<file path="src/rtl/ekf_uart_pkg.sv">
// rtl/ekf_uart_pkg.sv - shared constants, FSM states and packet byte helper for the EKF UART streamer
package ekf_uart_pkg;

  localparam logic [7:0] PKT_HDR   = 8'hA5;
  localparam int         PKT_BYTES = 9;
  localparam int         ENTRY_W   = 49;

  typedef enum logic [1:0] {
    IDLE  = 2'd0,
    START = 2'd1,
    DATA  = 2'd2,
    STOP  = 2'd3
  } tx_state_e;

  // Entry layout is {mode, soc[23:0], vrc[23:0]}; the last packet byte is the XOR of the rest.
  function automatic logic [7:0] pkt_byte(input logic [ENTRY_W-1:0] entry, input logic [3:0] idx);
    logic [7:0] mode_b;
    logic [7:0] sum;
    mode_b = {7'b0, entry[48]};
    sum = PKT_HDR ^ mode_b ^ entry[47:40] ^ entry[39:32] ^ entry[31:24]
        ^ entry[23:16] ^ entry[15:8] ^ entry[7:0];
    case (idx)
      4'd0:    pkt_byte = PKT_HDR;
      4'd1:    pkt_byte = mode_b;
      4'd2:    pkt_byte = entry[47:40];
      4'd3:    pkt_byte = entry[39:32];
      4'd4:    pkt_byte = entry[31:24];
      4'd5:    pkt_byte = entry[23:16];
      4'd6:    pkt_byte = entry[15:8];
      4'd7:    pkt_byte = entry[7:0];
      default: pkt_byte = sum;
    endcase
  endfunction

endpackage

</file>
<file path="src/rtl/ekf_result_fifo.sv">
// rtl/ekf_result_fifo.sv - synchronous result FIFO with full/empty flags and same-cycle push/pop
module ekf_result_fifo
  import ekf_uart_pkg::*;
#(
  parameter int DEPTH = 4
) (
  input  logic               clk,
  input  logic               rst,
  input  logic               push,
  input  logic               pop,
  input  logic [ENTRY_W-1:0] wdata,
  output logic [ENTRY_W-1:0] rdata,
  output logic               full,
  output logic               empty
);

  localparam int AW = $clog2(DEPTH);

  logic [ENTRY_W-1:0] mem_q [DEPTH];
  logic [AW-1:0]      wr_ptr_q;
  logic [AW-1:0]      rd_ptr_q;
  logic [AW:0]        count_q;
  logic               do_push;
  logic               do_pop;

  assign empty   = (count_q == '0);
  assign full    = (count_q == (AW+1)'(DEPTH));
  assign do_pop  = pop & ~empty;
  // A pop in the same cycle frees the slot the push needs.
  assign do_push = push & (~full | do_pop);
  assign rdata   = mem_q[rd_ptr_q];

  always_ff @(posedge clk) begin
    if (do_push) mem_q[wr_ptr_q] <= wdata;
  end

  always_ff @(posedge clk) begin
    if (rst) begin
      wr_ptr_q <= '0;
      rd_ptr_q <= '0;
      count_q  <= '0;
    end else begin
      if (do_push) wr_ptr_q <= wr_ptr_q + 1'b1;
      if (do_pop)  rd_ptr_q <= rd_ptr_q + 1'b1;
      case ({do_push, do_pop})
        2'b10:   count_q <= count_q + 1'b1;
        2'b01:   count_q <= count_q - 1'b1;
        default: count_q <= count_q;
      endcase
    end
  end

endmodule

</file>
<file path="src/rtl/ekf_uart_tx.sv">
// rtl/ekf_uart_tx.sv - captures EKF results into a FIFO and streams 9-byte framed packets over 8N1 UART
module ekf_uart_tx
  import ekf_uart_pkg::*;
#(
  parameter int CLKS_PER_BIT = 868,
  parameter int FIFO_DEPTH   = 4
) (
  input  logic        clk,
  input  logic        rst,
  input  logic        ekf_done,
  input  logic [23:0] ekf_soc,
  input  logic [23:0] ekf_vrc,
  input  logic        mode,
  output logic        tx,
  output logic        busy,
  output logic        overflow
);

  localparam int                BAUD_W    = (CLKS_PER_BIT > 1) ? $clog2(CLKS_PER_BIT) : 1;
  localparam logic [BAUD_W-1:0] BAUD_LAST = BAUD_W'(CLKS_PER_BIT - 1);

  tx_state_e          state_q, state_d;
  logic               done_q;
  logic               capture;
  logic [BAUD_W-1:0]  baud_q;
  logic [2:0]         bit_idx_q;
  logic [3:0]         byte_idx_q;
  logic [ENTRY_W-1:0] pkt_q;
  logic               tx_q, tx_d;
  logic               ovf_q;
  logic               pop;
  logic               baud_done;
  logic               last_byte;
  logic               fifo_full;
  logic               fifo_empty;
  logic [ENTRY_W-1:0] fifo_rdata;
  logic [7:0]         cur_byte;

  assign capture   = ekf_done & ~done_q;
  assign baud_done = (baud_q == BAUD_LAST);
  assign last_byte = (byte_idx_q == 4'(PKT_BYTES - 1));
  assign cur_byte  = pkt_byte(pkt_q, byte_idx_q);

  ekf_result_fifo #(
    .DEPTH(FIFO_DEPTH)
  ) u_fifo (
    .clk  (clk),
    .rst  (rst),
    .push (capture),
    .pop  (pop),
    .wdata({mode, ekf_soc, ekf_vrc}),
    .rdata(fifo_rdata),
    .full (fifo_full),
    .empty(fifo_empty)
  );

  always_ff @(posedge clk) begin
    if (rst) state_q <= IDLE;
    else     state_q <= state_d;
  end

  always_comb begin
    state_d = state_q;
    unique case (state_q)
      IDLE:  if (!fifo_empty) state_d = START;
      START: if (baud_done) state_d = DATA;
      DATA:  if (baud_done && bit_idx_q == 3'd7) state_d = STOP;
      STOP: begin
        // Chain straight into the next queued packet so packets stay contiguous.
        if (baud_done) state_d = (!last_byte || !fifo_empty) ? START : IDLE;
      end
      default: state_d = IDLE;
    endcase
  end

  always_comb begin
    pop  = 1'b0;
    tx_d = 1'b1;
    unique case (state_q)
      IDLE:    pop  = ~fifo_empty;
      START:   tx_d = 1'b0;
      DATA:    tx_d = cur_byte[bit_idx_q];
      STOP:    pop  = baud_done & last_byte & ~fifo_empty;
      default: tx_d = 1'b1;
    endcase
  end

  always_ff @(posedge clk) begin
    if (rst) begin
      done_q     <= 1'b0;
      tx_q       <= 1'b1;
      ovf_q      <= 1'b0;
      baud_q     <= '0;
      bit_idx_q  <= '0;
      byte_idx_q <= '0;
      pkt_q      <= '0;
    end else begin
      done_q <= ekf_done;
      tx_q   <= tx_d;
      if (capture && fifo_full && !pop) ovf_q <= 1'b1;
      baud_q <= (state_q == IDLE || baud_done) ? '0 : baud_q + 1'b1;
      if (state_q == START)                 bit_idx_q <= '0;
      else if (state_q == DATA && baud_done) bit_idx_q <= bit_idx_q + 1'b1;
      if (pop) begin
        pkt_q      <= fifo_rdata;
        byte_idx_q <= '0;
      end else if (state_q == STOP && baud_done && !last_byte) begin
        byte_idx_q <= byte_idx_q + 1'b1;
      end
    end
  end

  assign tx       = tx_q;
  assign busy     = (state_q != IDLE) | ~fifo_empty;
  assign overflow = ovf_q;

endmodule

</file>
<file path="config.mk">
export PLATFORM = sky130hd
export DESIGN_NAME = ekf_uart_tx
export DESIGN_NICKNAME = d
export VERILOG_FILES = /design/src/rtl/ekf_uart_pkg.sv /design/src/rtl/ekf_result_fifo.sv /design/src/rtl/ekf_uart_tx.sv
export SDC_FILE = /design/constraint.sdc
export NUM_CORES = 1
export LEC_CHECK = 0
export ABC_AREA = 1
export ABC_CLOCK_PERIOD_IN_PS = 9600
export CORE_ASPECT_RATIO = 0.9
export CORE_UTILIZATION = 30
export DETAILED_ROUTE_END_ITERATION = 8
export GPL_TIMING_DRIVEN = 0
export PLACE_DENSITY = 0.41
export SYNTH_ARGS = -nofsm -noshare
export SYNTH_HDL_FRONTEND = slang
export SYNTH_SLANG_ARGS = --single-unit
</file>
<file path="constraint.sdc">
create_clock -name clk -period 9.6 [get_ports clk]
set_input_delay 0.96 -clock clk [delete_from_list [all_inputs] [get_ports clk]]
set_output_delay 0.96 -clock clk [all_outputs]
set_load 0.01 [all_outputs]
</file>
== Word-level counts from Yosys, hierarchy flattened ==
Memory sizes are Yosys's and may differ from the RTL's. A register that Yosys moved wholly into a read port is not among the register bits.
Index checks and enable logic that the tools add are counted.

* Logic and storage cells: 90
* Output and inout port bits: 3
* Flip-flop bits (word level): 29
* Bits in writable memories: 196
* Memories kept: 1
* Input bits: 52

* $add $sub $neg: 7
* Multiplexer cells: 14
* Equal/unequal tests: 20
* Reductions and logical operators: 20
* Bitwise operators: 17
* Magnitude comparators: 1

{| class="wikitable"
|+ Memories
! memory !! words !! bits a word !! rd ports !! clocked after memory_dff !! write ports !! line !! text
|-
| u_fifo.mem_q || 4 || 49 || 1 || 1 || 1 || ekf_result_fifo.sv:19 || <nowiki>logic [ENTRY_W-1:0] mem_q [DEPTH];</nowiki>
|}

{| class="wikitable"
|+ Operator list
! operator !! number
|-
| $pmux W8 S8 || 1
|-
| $xor A8 B8 Y8 || 6
|-
| $eq A4 B3 Y1 const B || 4
|-
| $add A10 B1 Y10 const B || 1
|-
| $eq A10 B10 Y1 const B || 1
|-
| $eq A4 B2 Y1 const B || 2
|-
| $mux W2 || 4
|-
| $ne A2 B2 Y1 const B || 4
|-
| $pmux W2 S4 || 1
|-
| $add A3 B1 Y3 const B || 2
|-
| $eq A2 B2 Y1 const B || 3
|-
| $eq A3 B3 Y1 const B || 2
|-
| $logic_and A1 B1 Y1 || 6
|-
| $pmux W3 S2 || 1
|-
| $reduce_or A2 Y1 || 3
|-
| $and A1 B1 Y1 || 5
|-
| $add A2 B1 Y2 const B || 2
|-
| $add A4 B1 Y4 const B || 1
|-
| $eq A2 B1 Y1 const B || 2
|-
| $eq A4 B1 Y1 const B || 1
|-
| $eq A4 B4 Y1 const B || 1
|-
| $logic_not A4 Y1 || 1
|-
| $lt A3 B4 Y1 const B || 1
|-
| $mux W1 || 4
|-
| other kinds (12) || 20
|}

== Logic depth before layout (Yosys ltp) ==
Gate-level depths: netlist (run 1).

* Depth after elaboration: 11
* Depth in mapped cells: 17

== Cells and area by module ==
Synthesis (run 1) repeated with hierarchy kept, for this count alone.

* Cells, all modules: 1162
* Area, all modules: 11765.0 um2

{| class="wikitable"
|+ By module, submodules not included
! module !! instances !! area an instance (um2) !! sequential area each (um2) !! cells an instance
|-
| ekf_result_fifo || 1 || 7712.4 || 6065.8 || 538
|-
| ekf_uart_tx || 1 || 4052.6 || 1421.4 || 624
|}

== Worst setup path after synthesis (run 1) ==
No wires, ideal clock.

* Path kind: input to register
* Start: input port ekf_done
* End: memory u_fifo.mem_q[0][0], enable pin
* Buffers on the path: 0
* Required time: 9144 ps
* Slack: 5474 ps
* Stages: 6
* Arrival time: 3671 ps
* Cells stage by stage: inv_1 nor2_1 inv_1 a21oi_1 inv_1 nor2_1

* Cells in the longest elaborated chain, start to end: 4

{| class="wikitable"
|+ RTL lines
! item !! line !! text
|-
| start: declaration || ekf_uart_tx.sv:10 || <nowiki>input logic ekf_done,</nowiki>
|-
| $and A1 B1 Y1 || ekf_uart_tx.sv:39 || <nowiki>assign capture = ekf_done & ~done_q;</nowiki>
|-
| $and A1 B1 Y1 || ekf_result_fifo.sv:30 || <nowiki>assign do_push = push & (~full | do_pop);</nowiki>
|-
| $mux W1 || ekf_result_fifo.sv:34 || <nowiki>if (do_push) mem_q[wr_ptr_q] <= wdata;</nowiki>
|-
| $mux W1 (not written as such) || ekf_result_fifo.sv:34 ||
|-
| end: declaration || ekf_result_fifo.sv:19 ||
|}

Every way passes these cells.

== Worst setup path after layout (run 1) ==
* Start: register byte_idx_q[0]
* End: memory u_fifo.mem_q[1][26], enable pin

* Cells in the longest elaborated chain, start to end: 9

{| class="wikitable"
|+ RTL lines
! item !! line !! text
|-
| start: declaration || ekf_uart_tx.sv:27 || <nowiki>logic [3:0] byte_idx_q;</nowiki>
|-
| start signal: assignment || ekf_uart_tx.sv:108 || <nowiki>byte_idx_q <= byte_idx_q + 1'b1;</nowiki>
|-
| $eq A4 B4 Y1 || ekf_uart_tx.sv:41 || <nowiki>assign last_byte = (byte_idx_q == 4'(PKT_BYTES - 1));</nowiki>
|-
| $and A1 B1 Y1 (2 in a row) || ekf_uart_tx.sv:83 || <nowiki>STOP: pop = baud_done & last_byte & ~fifo_empty;</nowiki>
|-
| $pmux W1 S2 || ekf_uart_tx.sv:79 || <nowiki>unique case (state_q)</nowiki>
|-
| $and A1 B1 Y1 || ekf_result_fifo.sv:28 || <nowiki>assign do_pop = pop & ~empty;</nowiki>
|-
| $or A1 B1 Y1 || ekf_result_fifo.sv:30 ||
|-
| $and A1 B1 Y1 || ekf_result_fifo.sv:30 ||
|-
| $mux W1 || ekf_result_fifo.sv:34 ||
|-
| $mux W1 (not written as such) || ekf_result_fifo.sv:34 ||
|}

Every way passes these cells.

==> impl_metrics.toml, run 1 <==
[die]
io_pins = 55
rows = 68
die-width_um = 210
core_region_area_um2 = 38300
dieArea_um2 = 39600
die_h_um = 189
initial_core_util_pct = 30.4

[setup_path]
cp.required_ns = 9.87
worst_setup_path_start_kind = "flip-flop"
rrSetupSlack_ns = 6.16
setup.worst_path.end = "u_fifo.mem_q[1][26]$_DFFE_PP_"
end_kind = "flip-flop"
cp-startpoint = "byte_idx_q[0]$_SDFFE_PP0P_"
r2r-end = "u_fifo.mem_q[1][26]$_DFFE_PP_"
arrival_ns = 3.71
r2r_start = "byte_idx_q[0]$_SDFFE_PP0P_"
r2r_cells = 11
criticalPathCategory = "flip-flop to flip-flop"
cp_max_fo = 27

[timing]
layout_min_cycle_time_ns = 3.44
finalClockSkew_ns = 0.0127
hold_viol_final = 0
finalCritPeriodShare_pct = 35.8
worst_pin_slew_ns = 0.935
slew_viol_final = 0
max_freq_mhz = 291
slew_headroom_pct = 37.5
setup_violations = 0
worst_slack_ns = 6.16
rsz0062_at_grt = "no"
tns_ns = 0

[final_layout]
fin_cells = 1767
fin_nets = 1322
stdcell_area_um2 = 14000
antennaDiodeCount = 0
drive_above_1_share_pct = 6.58
areaGrowthSynthToFinish_pct = 19.8

[placed_design]
dp_cells = 1711
dp_hpwl_um = 22600
placed_cell_area_um2 = 13000
pre_cts_ws_ns = 5.74
gp_congestion = 0.850
port_buffers = 53

[power_and_ir_drop]
powerDensity_nw_per_um2 = 268
p_leak_nw = 4.97
irDropWorstVdd_uv = 113
total_power_w = 0.00374

[logic_synthesis]
synth.largest_area_cell = "edfxtp_1"
ys_top_cells_by_count = "edfxtp_1 (196), nand2_1 (179), nor2_1 (148)"
post-synth-top-count-cell = "edfxtp_1"
syn_nets = 1230
yosysTopAreaCellShare_pct = 50.5
synthArstFlopShare_pct = 0
syn_area_um2 = 11700
synthCells = 1162
synthTopCellsByArea = "edfxtp_1 (50%), dfxtp_1 (13%), o21ai_0 (6.2%), nand2_1 (5.8%), nor2_1 (4.8%)"
synth_seq_area_share_pct = 63.9
synth-edff-count = 196
syn_area_per_cell_um2 = 10.0
synth_warnings = 0
ys.flop_type = "edfxtp_1"
synth.distinct_cells = 30
synth-seq-cells = 274

[routing]
vias_per_cell = 4.79
ant_nets = 0
first_pass_iters = 6
wl_per_cell_um = 18.5
totalWireLength_um = 32700
vias = 8463
drc_errors = 0
drt_iter0_drc = 575

[min_path]
min_path_type = "flip-flop to flip-flop"

[global_routing]
grt.overflow.total = 0
grt_pass1_wl_um = 49900
grt_pass1_vias = 8354
antenna_found_initial = 0
grt_max_degree = 28
grt_usage_pct = 16.7

[clocking]
numCtsBuffers = 31
clock_latency_ns = 0.59
clk_pin_slew_ns = 0.06
cts.htree.levels = 1
cts_hold_buf = 0
cts_buffer_depth = 3
cts_post_setup_buffers_inserted = 0
cts_resized = 0
cts_tree = "built"
cts.sinks = 274
root_buffer = "clkbuf_16"

[flow_run]
maxCapViolCount = 0

[run_status]
status = "finished, final reports clean"
[cells by family after synthesis]
kind of cell | synth area share [%]
DFF | 63.9
adders and majority gates | 1.78
and+or+nand+nor | 15.0
AOI/OAI and AO/OA | 13.2
buffers and inverters | 5.72
xor gates and xnor gates | 0.451
[layout by cell type, fill, tap and decap left out, drive strengths merged]
cell	netlist	layout
o21ai	162	162
edfxtp	196	196
a31oi	1	1
xor2	4	4
o21bai	1	1
a21oi	74	74
o41ai	1	1
fa	1	1
buf	21	27
clkbuf	34	80
dfxtp	78	78
ha	15	15
nand3	60	60
nand2	181	181
nor3b	3	3
clkdlybuf4s50	0	53
bufinv	0	2
o22ai	52	52
xnor2	2	2
nor2	149	149
clkinv	1	7
inv	98	100
o211ai	1	1
nand4	17	17
nor3	10	10
[area by class of cell]
type	instances	area, um^2
buffer	55	295
fill	3879	24300
multi-input combinational	734	3570
inverter	99	372
tap	490	613
clock inverter	10	118
clock buffer	46	883
timing repair buffer	59	666
sequential	274	7450
[per-layer routing]
layer	global-route usage [%]	vias to the layer above	routed length [um]
li1	-	4230	-
met1	22.9	4042	15200
met2	27.7	151	15400
met3	2.50	40	1280
met4	3.87	0	708
met5	0	-	0
[sequential cells by signal (all words and copies together), names as in the netlist, 2 cells and up]
register / cells
pkt_q: 49
u_fifo.wr_ptr_q: 2
state_q: 2
u_fifo.count_q: 3
byte_idx_q: 4
baud_q: 10
u_fifo.mem_q: 196
bit_idx_q: 3
u_fifo.rd_ptr_q: 2
[critical path, cell delays in order (launching register included)]
cell and delay [ns]:
dfxtp_1 0.35, inv_1 0.12, ha_1 0.30, inv_1 0.10
nor3_2 0.19, nand4_1 0.20, nand2_1 0.14, nand2_1 0.08
a21oi_1 0.29, inv_1 0.26, nor2_4 0.76, buf_12 0.30
[through the flow]
stage / hold WS, ns / utilization [%]
after floorplan: 0.430 / -
after global placement: 0.450 / 33.4
after detailed placement: 0.451 / 33.9
after CTS: 0.466 / 36.5
after global routing: 0.502 / 36.5
final: 0.460 / 36.5
[worst min-delay path by stage]
stage                         startpoint                   end  slack (ns)  cells past startpoint
global route        baud_q[0]$_SDFF_PP0_  baud_q[0]$_SDFF_PP0_        0.50                      1
global placement    baud_q[0]$_SDFF_PP0_  baud_q[0]$_SDFF_PP0_        0.45                      1
detailed placement  baud_q[0]$_SDFF_PP0_  baud_q[0]$_SDFF_PP0_        0.45                      1
finish              baud_q[0]$_SDFF_PP0_  baud_q[0]$_SDFF_PP0_        0.46                      1
floorplan           baud_q[0]$_SDFF_PP0_  baud_q[0]$_SDFF_PP0_        0.43                      1
CTS                 baud_q[0]$_SDFF_PP0_  baud_q[0]$_SDFF_PP0_        0.47                      1
[power by group]
| part | leakage (nW) | internal (W) | switching, W |
|---|---|---|---|
| registers | 2.43 | 0.00141 | 0.0000705 |
| clock network | 0.493 | 0.000689 | 0.000476 |
| logic | 2.05 | 0.000352 | 0.000750 |
Note: power is estimated with default switching activity, not from simulation.
==> run 2, diff against run 1 <==
--- a/config.mk
+++ b/config.mk
@@ -6,7 +6,7 @@
 export NUM_CORES = 1
 export LEC_CHECK = 0
 export ABC_AREA = 1
-export ABC_CLOCK_PERIOD_IN_PS = 9600
+export ABC_CLOCK_PERIOD_IN_PS = 3500
 export CORE_ASPECT_RATIO = 0.9
 export CORE_UTILIZATION = 30
 export DETAILED_ROUTE_END_ITERATION = 8
==> constraint.sdc (replaced) <==
create_clock -name clk -period 3.5 [get_ports clk]
set_input_delay 0.35 -clock clk [delete_from_list [all_inputs] [get_ports clk]]
set_output_delay 0.35 -clock clk [all_outputs]
set_load 0.01 [all_outputs]
==> run 2 against run 1 <==
  * Via count rose by 0.45%
  * Worst hold slack got worse by 0.29 ns
  * Wire length rose by 1.7%
  * Design area rose by 0.34%
  * Cell count rose by 0.28%
  * Critical path type unchanged
  * Critical path depth fell by 1
  * Clock skew fell by 0.0013 ns
  * Count of clock-buffer cells in the layout did not move
==> impl_metrics.toml, run 2 (synthesis gave the netlist of run 1 again) <==
[final_layout]
regMostFlops = "u_fifo.mem_q"
layout_commonest_cell = "edfxtp_1"
stdcell_area_um2 = 14000
areaGrowthSynthToFinish_pct = 20.2
fin_util_pct = 36.6
fin_nets = 1327
seq_area_um2 = 7450
final_cell_mix = "edfxtp_1 (196), nand2_1 (179), nor2_1 (144), o21ai_0 (144), inv_1 (95)"
multi_input_area_um2 = 3580
largest_register_ffs = 196
drive_above_1_share_pct = 7.02
fill_cells = 3877
antennaDiodeCount = 0
reg.largest.list = "u_fifo.mem_q (196), pkt_q (49), baud_q (10)"

[setup_path]
r2r-end = "u_fifo.mem_q[1][47]$_DFFE_PP_"
cp_max_fo = 11
path_buf_inv = 3
arrival_ns = 3.36
r2r_cells = 10
end_kind = "flip-flop"
critPathSlowestCell = "nor2_2"
critical_path.cell_chain = "inv_1 -> ha_1 -> inv_1 -> nor3_2 -> nand4_1 -> nand2_1 -> nand2_1 -> a21oi_1 -> inv_2 -> nor2_2"
r2r_start = "byte_idx_q[0]$_SDFFE_PP0P_"
rrSetupSlack_ns = 0.35
worst_setup_path_start_kind = "flip-flop"
criticalPathCategory = "flip-flop to flip-flop"
cp.required_ns = 3.70
max_stage_delay_ns = 0.73
path_delay_family = "simple AND/OR/NAND/NOR gates"

[run_status]
status = "finished, final reports clean"

[timing]
hold_viol_final = 0
hold_ws_ns = 0.166
layout_min_cycle_time_ns = 3.15
finalClockSkew_ns = 0.0114
setup_violations = 0
max_freq_mhz = 317
finalCritPeriodShare_pct = 90.1
slew_headroom_pct = 41.9
rsz0062_at_grt = "no"
slew_viol_final = 0
worst_pin_slew_ns = 0.870

[routing]
vias = 8501
drt_iter0_drc = 570
vias_per_cell = 4.80
wl_per_cell_um = 18.7
drc_errors = 0
ant_nets = 0
totalWireLength_um = 33200
first_pass_iters = 5

[global_routing]
grt.overflow.total = 0
grt_pass1_vias = 8355
grt_usage_pct = 16.7
antenna_found_initial = 0
grt_pass1_wl_um = 49900
grt_max_degree = 28

[min_path]
min_to = "overflow$_SDFFE_PP0P_"
hp-start = "rst"
min_path_type = "input pin to flip-flop"
holdPathStages = 2

[die]
die_h_um = 189
core_region_area_um2 = 38300
io_pins = 55
rows = 68
dieArea_um2 = 39600
die-width_um = 210
initial_core_util_pct = 30.4

[clocking]
numCtsBuffers = 31
clock_latency_ns = 0.59
cts.sinks = 274
root_buffer = "clkbuf_16"
clk_pin_slew_ns = 0.06
cts_tree = "built"
cts.htree.levels = 1
cts_buffer_depth = 3

[placed_design]
dp_hpwl_um = 22600
port_buffers = 53
placed_cell_area_um2 = 13000
gp_congestion = 0.850

[power_and_ir_drop]
irDropWorstVdd_uv = 309
p_leak_nw = 5.00
powerDensity_nw_per_um2 = 735

[flow_run]
maxCapViolCount = 0
-- run 2: final cells by class --
class                   instances  area share, %
flip-flops and latches        274           53.1
multi-input cells             736           25.6
clock buffers                  46           6.30
repair buffers                 62           5.00
well taps                     490           4.38
inverters                      99           2.65
plain buffers                  55           2.11
clock inverters                10          0.839
-- run 2: worst max-delay path by stage --
stage	slack [ns]	endpoint	from	depth (start not counted)
after global placement	-3.21	u_fifo.mem_q[0][18]$_DFFE_PP_	byte_idx_q[0]$_SDFFE_PP0P_	10
after global routing	0.01	u_fifo.mem_q[1][47]$_DFFE_PP_	byte_idx_q[0]$_SDFFE_PP0P_	10
final	0.35	u_fifo.mem_q[1][47]$_DFFE_PP_	byte_idx_q[0]$_SDFFE_PP0P_	10
after floorplan	-0.47	u_fifo.mem_q[0][0]$_DFFE_PP_	byte_idx_q[0]$_SDFFE_PP0P_	10
after CTS	0.04	u_fifo.mem_q[1][26]$_DFFE_PP_	byte_idx_q[0]$_SDFFE_PP0P_	11
after detailed placement	-0.03	u_fifo.mem_q[1][18]$_DFFE_PP_	byte_idx_q[0]$_SDFFE_PP0P_	11
-- run 2: what timing repair did --
item / CTS / global route
resized for setup: 1 / 0
setup buffers: 0 / 3
endpoints found under the setup margin: 51 / 54
hold buffers: 0 / 0
pin swaps: 0 / 3
gates cloned: 0 / 2
-- run 2: power breakdown --
part,switching [W],leakage [nW],internal (W)
Clock,0.00131,0.493,0.00189
Combinational,0.00207,2.07,0.000976
Sequential,0.000194,2.43,0.00386
Total,0.00358,5.00,0.00672
-- run 2: per-layer routing --
layer / track usage (%) / vias to the layer above / wire length, um
met1: 22.9 / 4069 / 15500
met3: 2.50 / 42 / 1280
met4: 3.87 / 0 / 744
li1: - / 4248 / -
met2: 27.7 / 142 / 15700
met5: 0 / - / 0
-- run 2: stage by stage --
step	setup WS [ns]	instances	TNS, ns	total power, W
final	0.347	1772	0	0.0103
after global placement	-3.21	1705	-597.96	0.00717
after floorplan	-0.472	1162	-92.43	0.00601
after global routing	0.0148	1772	0	0.0110
after detailed placement	-0.0310	1711	-0.924	0.00720
after CTS	0.0354	1767	0	0.0105
